$ cat config.mk
export PLATFORM = sky130hd
export DESIGN_NAME = mda_hbridge_deadtime
export DESIGN_NICKNAME = d
export VERILOG_FILES = /design/src/rtl/mda_hbridge_deadtime.sv
export SDC_FILE = /design/constraint.sdc
export NUM_CORES = 1
export LEC_CHECK = 0
export BUFFER_PORTS_ARGS = -buffer_cell sky130_fd_sc_hd__buf_2
export CAP_MARGIN = 25
export CORE_MARGIN = 2
export CORE_UTILIZATION = 30
export DETAILED_ROUTE_END_ITERATION = 8
export MAX_ROUTING_LAYER = met4
export SYNTH_ARGS = -nofsm -noshare
export SYNTH_HDL_FRONTEND = slang
export SYNTH_SLANG_ARGS = --single-unit
$ cat constraint.sdc
create_clock -name clk -period 3.1 [get_ports clk]
set_clock_uncertainty 0.15 [all_clocks]
set_input_delay 0.31 -clock clk [delete_from_list [all_inputs] [get_ports clk]]
set_output_delay 0.31 -clock clk [all_outputs]
set_load 0.05 [all_outputs]
$ cat src/rtl/mda_hbridge_deadtime.sv
// Per-motor H-bridge gate sequencer: turns {enable, dir, pwm} into four gate drives.
// Every switch between drive states passes through an all-off dead time; a reversal uses a longer coast.
module mda_hbridge_deadtime #(
  parameter int unsigned DEADTIME_CYC = 25,
  parameter int unsigned REV_DEAD_CYC = 5000,
  parameter int unsigned CNT_W        = 16
) (
  input  logic       clk,
  input  logic       reset_n,
  input  logic       en_in,
  input  logic       dir_in,
  input  logic       pwm_in,
  input  logic       fault_clr,
  output logic [3:0] hb_out,
  output logic       dead_busy,
  output logic       fault
);

  typedef enum logic [2:0] {
    StOff,
    StDead,
    StFwdDrv,
    StFwdFree,
    StRevDrv,
    StRevFree
  } state_t;

  localparam logic [CNT_W:0] LReqDt  = (CNT_W + 1)'(DEADTIME_CYC);
  localparam logic [CNT_W:0] LReqRev = (CNT_W + 1)'(REV_DEAD_CYC);
  localparam logic           LParBad = (DEADTIME_CYC == 0) || (REV_DEAD_CYC < DEADTIME_CYC);

  logic             r_en, r_dir, r_pwm;
  state_t           r_state, w_state_d, w_tgt;
  logic [CNT_W-1:0] r_cnt, w_cnt_d;
  logic             r_last_vld, w_last_vld_d;
  logic             r_last_dir, w_last_dir_d;
  logic [3:0]       r_hb_out;
  logic             r_fault, w_fault_d, w_fault_cause;
  logic [CNT_W:0]   w_req, w_cnt_inc;
  logic             w_is_drive, w_is_rev;

  function automatic logic [3:0] hb_of(input state_t s);
    case (s)
      StFwdDrv:  hb_of = 4'b1001;
      StFwdFree: hb_of = 4'b0101;
      StRevDrv:  hb_of = 4'b0110;
      StRevFree: hb_of = 4'b0101;
      default:   hb_of = 4'b0000;
    endcase
  endfunction

  always_ff @(posedge clk or negedge reset_n) begin
    if (!reset_n) begin
      r_en  <= 1'b0;
      r_dir <= 1'b0;
      r_pwm <= 1'b0;
    end else begin
      r_en  <= en_in;
      r_dir <= dir_in;
      r_pwm <= pwm_in;
    end
  end

  always_comb begin
    if (!r_en)      w_tgt = StOff;
    else if (!r_dir) w_tgt = r_pwm ? StFwdDrv : StFwdFree;
    else             w_tgt = r_pwm ? StRevDrv : StRevFree;
  end

  assign w_is_drive    = (r_state == StFwdDrv) || (r_state == StFwdFree) ||
                         (r_state == StRevDrv) || (r_state == StRevFree);
  assign w_is_rev      = (r_state == StRevDrv) || (r_state == StRevFree);
  assign w_req         = (r_last_vld && (r_last_dir != r_dir)) ? LReqRev : LReqDt;
  assign w_cnt_inc     = {1'b0, r_cnt} + {{CNT_W{1'b0}}, 1'b1};
  assign w_fault_cause = (r_hb_out[3] & r_hb_out[2]) | (r_hb_out[1] & r_hb_out[0]) | LParBad;
  // A new fault cause beats a simultaneous clear.
  assign w_fault_d     = w_fault_cause | (r_fault & ~fault_clr);

  always_comb begin
    w_state_d    = r_state;
    w_cnt_d      = r_cnt;
    w_last_vld_d = r_last_vld;
    w_last_dir_d = r_last_dir;
    if (w_fault_d || (w_tgt == StOff)) begin
      w_state_d = StOff;
    end else begin
      case (r_state)
        StOff: begin
          w_state_d = StDead;
          w_cnt_d   = '0;
        end
        StDead: begin
          if (w_cnt_inc >= w_req) w_state_d = w_tgt;
          else if (!(&r_cnt))     w_cnt_d   = w_cnt_inc[CNT_W-1:0];
        end
        default: begin
          if (w_tgt != r_state) begin
            w_state_d = StDead;
            w_cnt_d   = '0;
          end
        end
      endcase
    end
    // Remember the direction of any drive state we leave, including into OFF, so a
    // reversal that detours through OFF still gets the long coast.
    if (w_is_drive && (w_state_d != r_state)) begin
      w_last_vld_d = 1'b1;
      w_last_dir_d = w_is_rev;
    end
  end

  always_ff @(posedge clk or negedge reset_n) begin
    if (!reset_n) begin
      r_state    <= StOff;
      r_cnt      <= '0;
      r_last_vld <= 1'b0;
      r_last_dir <= 1'b0;
      r_hb_out   <= 4'b0000;
      r_fault    <= 1'b0;
    end else begin
      r_state    <= w_state_d;
      r_cnt      <= w_cnt_d;
      r_last_vld <= w_last_vld_d;
      r_last_dir <= w_last_dir_d;
      r_hb_out   <= hb_of(w_state_d);
      r_fault    <= w_fault_d;
    end
  end

  assign hb_out    = r_fault ? 4'b0000 : r_hb_out;
  assign dead_busy = (r_state == StDead);
  assign fault     = r_fault;

endmodule
Word level (Yosys, flattened, before mapping)
Index checks and enable logic that the tools add are counted.

cells by class
  $lt $le $gt $ge = 1
  add/subtract/negate cells = 1
  reduce and logical (&&, ||, !) cells = 13
  equality and inequality tests = 14
  bitwise operators = 7
  muxes and demuxes = 15

operators by type and width
  operator               count
  $mux 16                3
  $pmux 16 s2            1
  $add 16x1->17 const B  1
  $ge 17x13->1           1
  $reduce_and 16->1      1
  $mux 3                 5
  $mux 13                1
  $eq 3x2->1 const B     4
  $eq 3x3->1 const B     4
  $pmux 4 s3             1
  $logic_not 3->1        2
  $ne 3x3->1             2
  $pmux 3 s2             1
  $logic_or 1x1->1       5
  $mux 4                 1
  $ne 2x2->1 const B     2
  $reduce_and 4->1       1
  $and 1x1->1            3
  $eq 3x1->1 const B     1
  $reduce_bool 3->1      1
  $logic_and 1x1->1      2
  $mux 1                 2
  $not 1->1              2
  $or 1x1->1             2
  other kinds (2)        2

storage, ports and cells
  logic and storage cells = 60
  register bits = 29

Longest topological paths before layout
  word-level depth = 10
  gate-level depth with buffers = 16
  mapped depth without buffers = 14

Worst setup path after synthesis
OpenSTA, ideal clock, no wires.

  kind = register -> register
  from = reg r_cnt[0]
  to = reg r_cnt[12]
  data required time = 2.871 ns
  arrival = 2.953 ns
  clock period less this slack = 3.182 ns
  cell stages (with the launch flop) = 17
  path buffers = 3
  slack = -0.082 ns
  path through = dfrtp_1 > ha_1 > buf_2 > nand4_1 > nor2_1 > nand4_1 > xnor2_1 > ha_1 > nand2_1 > or4_1 > a311oi_1 > a211oi_2 > nand3_2 > a21o_1 > buf_6 > buf_6 > mux2i_1

on the way
  cells in the longest elaborated chain, start to end = 4

ends and longest elaborated chain
  element                                                           line    text
  from (decl)                                                       34      logic [CNT_W-1:0] r_cnt, w_cnt_d;
  from (signal assigned)                                            122     r_cnt <= w_cnt_d;
  $add 16x1->17                                                     74      assign w_cnt_inc = {1'b0, r_cnt} + {{CNT_W{1'b0}}, 1'b1};
  $ge 17x13->1 or $mux 16 (tied branches)                           93, 94
  $ne 2x2->1 (no source line) or $mux 16 (tied branches)            -
  $reduce_and 4->1 (no source line) or $pmux 16 s2 (tied branches)  -

Several ways; a longest one is shown, not always the timed one. The select of a mux whose other input is x is not followed.
A chain may end at the register's enable or synchronous reset.

Worst setup path after layout
  from = reg r_cnt[0]
  to = reg r_cnt[7]

Same word-level chain as after synthesis.

==> results.toml <==
[die]
core_area_sq_mm = 0.006350
start_util_pct = 30.88
num_rows = 29
die_h_um = 84.84
die_x_um = 84.84
die_area_sq_mm = 0.007198
num_io_pins = 12

[timing]
post-route-min-period_ns = 3.199
timing.hold.ws_ns = 0.2245
relSlewSlack_pct = 54.52
setup_viol = 20
setup-tns-final_ns = -0.6526
rsz0062_at_grt = "yes"
hold_violations = 0
fin_crit_sh_pct = 103.2
worstMarginPinSlew_ns = 0.6823
setup_ws_ns = -0.09920
fmax_mhz = 312.6
maxSlewViolCount = 0

[routing]
dr.pass1.iters = 5
ant_nets = 0
via_count = 1728
drt_iter0_markers = 111
drt-total-wl_mm = 4.761
drc = 0
vias_per_cell = 5.268
wl_per_cell_um = 14.52

[pwr]
clockPowerShare_pct = 29.5
switching_share_pct = 31.60
internal-power_mw = 0.7429
peakVddDrop_mv = 0.1590
pwr-share-comb_pct = 29.8
pwr-share-seq_pct = 40.8
powerDensity_mw_per_mm2 = 444.2
p_leak_nw = 1.113
p_sw_mw = 0.3433

[synth]
synth_edf_count = 0
synthMostInstantiatedCell = "dfrtp_1"
synth_fp_nets = 233
synth.area.top_cells = "dfrtp_1 37%, ha_1 4.5%, nand2_1 4.4%"
syn_inst = 220
ys_warn_count = 0
async_flop_share_pct = 100.0
synth_largest_area_cell = "dfrtp_1"
ys_top_cells_by_count = "29 x dfrtp_1, 23 x nand2_1, 14 x inv_1"
synth.distinct_cells = 60
ys_seq_area_share_pct = 37.01
synth_top_cell_area_share_pct = 37.01
synth_area_sq_mm = 0.001961
ys.flop_type = "dfrtp_1"
avgSynthCellArea_sq_um = 8.912
yosys_register_bits = 29

[global_route]
antenna_found_initial = 0
grt_start_max_net_pins = 30
groute.usage.overall_pct = 13.91
grt_pass1_wl_mm = 7.969
grt_overflow = 0
grt_pass1_vias = 1703

[layout]
final_nets = 264
syn_to_final_growth_pct = 24.70
n_antenna_cell = 0
final_core_util_pct = 38.50
drive_gt1_share_pct = 23.90
fin_area_sq_mm = 0.002445

[placement]
post-place-ws_ns = -0.1080
hpwl_mm = 3.425
post_dp_cell_area_sq_mm = 0.002203
numPortBuffers = 11
routabilityCongestion = 0.9505

[clock_tree]
cts_tree = "done"
clk_latency_ns = 0.29
cts_buffers = 5
clkTransAtPathRegs_ns = 0.06
cts_buffer_depth = 2
htreeDepth = 2
cts-root-buf = "clkbuf_8"
clock-sinks = 29

[status]
status = "finished, violations left"
violations = "setup timing"

[critical_path]
endpoint_kind = "register"
path_class = "register to register"
startpoint_type = "register"
arrival_ns = 3.22
critPathRequiredTime_ns = 3.12
cp_max_fo = 10

[min_path]
worstHoldPathType = "primary input to register"

[run]
max_cap_violations = 0
logic make-up after synthesis:
kind of cell             share of synthesized area [%]
AND/OR/NAND/NOR                                  25.02
buffers and inverters                            6.891
adder cells (fa/ha/maj)                          4.467
AO/OA/AOI/OAI                                    19.46
flip-flops                                       37.01
XOR/XNOR                                         4.021
multiplexers                                     3.127
worst paths after layout:
| check | depth (start not counted) | slack [ns] | from | to |
|---|---|---|---|---|
| max reg2reg | 15 | -0.1 | r_cnt[0]$_DFFE_PN0P_ | r_cnt[7]$_DFFE_PN0P_ |
| min | 3 | 0.22 | fault_clr | fault$_DFF_PN0_ |
| min reg2reg | 1 | 0.33 | r_last_vld$_DFFE_PN0P_ | r_last_vld$_DFFE_PN0P_ |
| max | 15 | -0.1 | r_cnt[0]$_DFFE_PN0P_ | r_cnt[7]$_DFFE_PN0P_ |
| max in group asynchronous | 2 | 1.90 | reset_n | r_cnt[11]$_DFFE_PN0P_ |
| min in group asynchronous | 2 | 0.45 | reset_n | r_dir$_DFF_PN0_ |
metal layers:
layer  vias to the layer above  global-route usage, %  wire length [um]
li1                        858                      -                 -
met1                       827                  18.30              2245
met2                        36                  21.69              2205
met3                         7                  2.724               226
met4                         0                  4.329                85
met5                         -                      -                 0
state kept, by name (all words and copies together), names as in the netlist:
signal / cells
fault: 1
r_cnt: 16
r_dir: 1
r_en: 1
r_hb_out: 4
r_last_dir: 1
r_last_vld: 1
r_pwm: 1
r_state: 3
critical path, cell delays in order, from the launching register on:
cell	delay, ns
dfrtp_1	0.36
ha_2	0.18
nand4_1	0.14
nor2_2	0.16
nand4_1	0.12
xnor2_1	0.21
ha_1	0.29
buf_4	0.14
buf_4	0.12
a21oi_1	0.12
o31ai_1	0.10
a211oi_2	0.29
nand3_2	0.11
a21o_1	0.21
buf_6	0.15
o41ai_2	0.23
cell type report:
cell class | count | area, sq um
sequential | 29 | 725.7
inverter | 16 | 60.06
clock buffer | 7 | 86.33
fill | 618 | 3905
tap | 77 | 96.34
timing repair buffer | 37 | 292.8
multi-input combinational | 162 | 1184
power groups by stage:
stage	logic (mW)	clock network, mW	registers, mW
2_1_floorplan	0.189	0	0.438
3_3_place_gp	0.270	0	0.446
3_5_place_dp	0.273	0	0.448
4_1_cts	0.298	0.327	0.441
5_1_grt	0.363	0.344	0.446
6_report	0.323	0.320	0.443
cell usage in the layout (no fill, tap or decap), types with 3 or more instances in the layout:
master,count
a21o_1,3
nor3b_1,3
a21oi_1,4
nand3_1,8
nand4_1,5
buf_2,11
nand2b_1,4
nor2b_1,7
ha_1,6
inv_1,14
nor2_1,10
and3_1,5
xor2_1,3
and2_1,5
dlygate4sd3_1,4
nand2_1,22
o21ai_0,9
mux2i_1,5
dfrtp_1,29
buf_4,18
clkbuf_8,6
xnor2_1,5
o22a_1,6
timing repair:
action,CTS,global route
hold buffers,4,0
hold endpoints to repair,32,0
pin swaps,1,4
endpoints found under the setup margin,13,24
setup buffers,2,2
resized for setup,3,15
per-stage QoR:
| step | power, mW | std cells |
|---|---|---|
| floorplan | 0.6271 | 220 |
| global placement | 0.7167 | 313 |
| detailed placement | 0.7216 | 313 |
| CTS | 1.066 | 326 |
| global route | 1.153 | 328 |
| finish | 1.086 | 328 |
No activity file was read; power rests on OpenSTA's default activity.
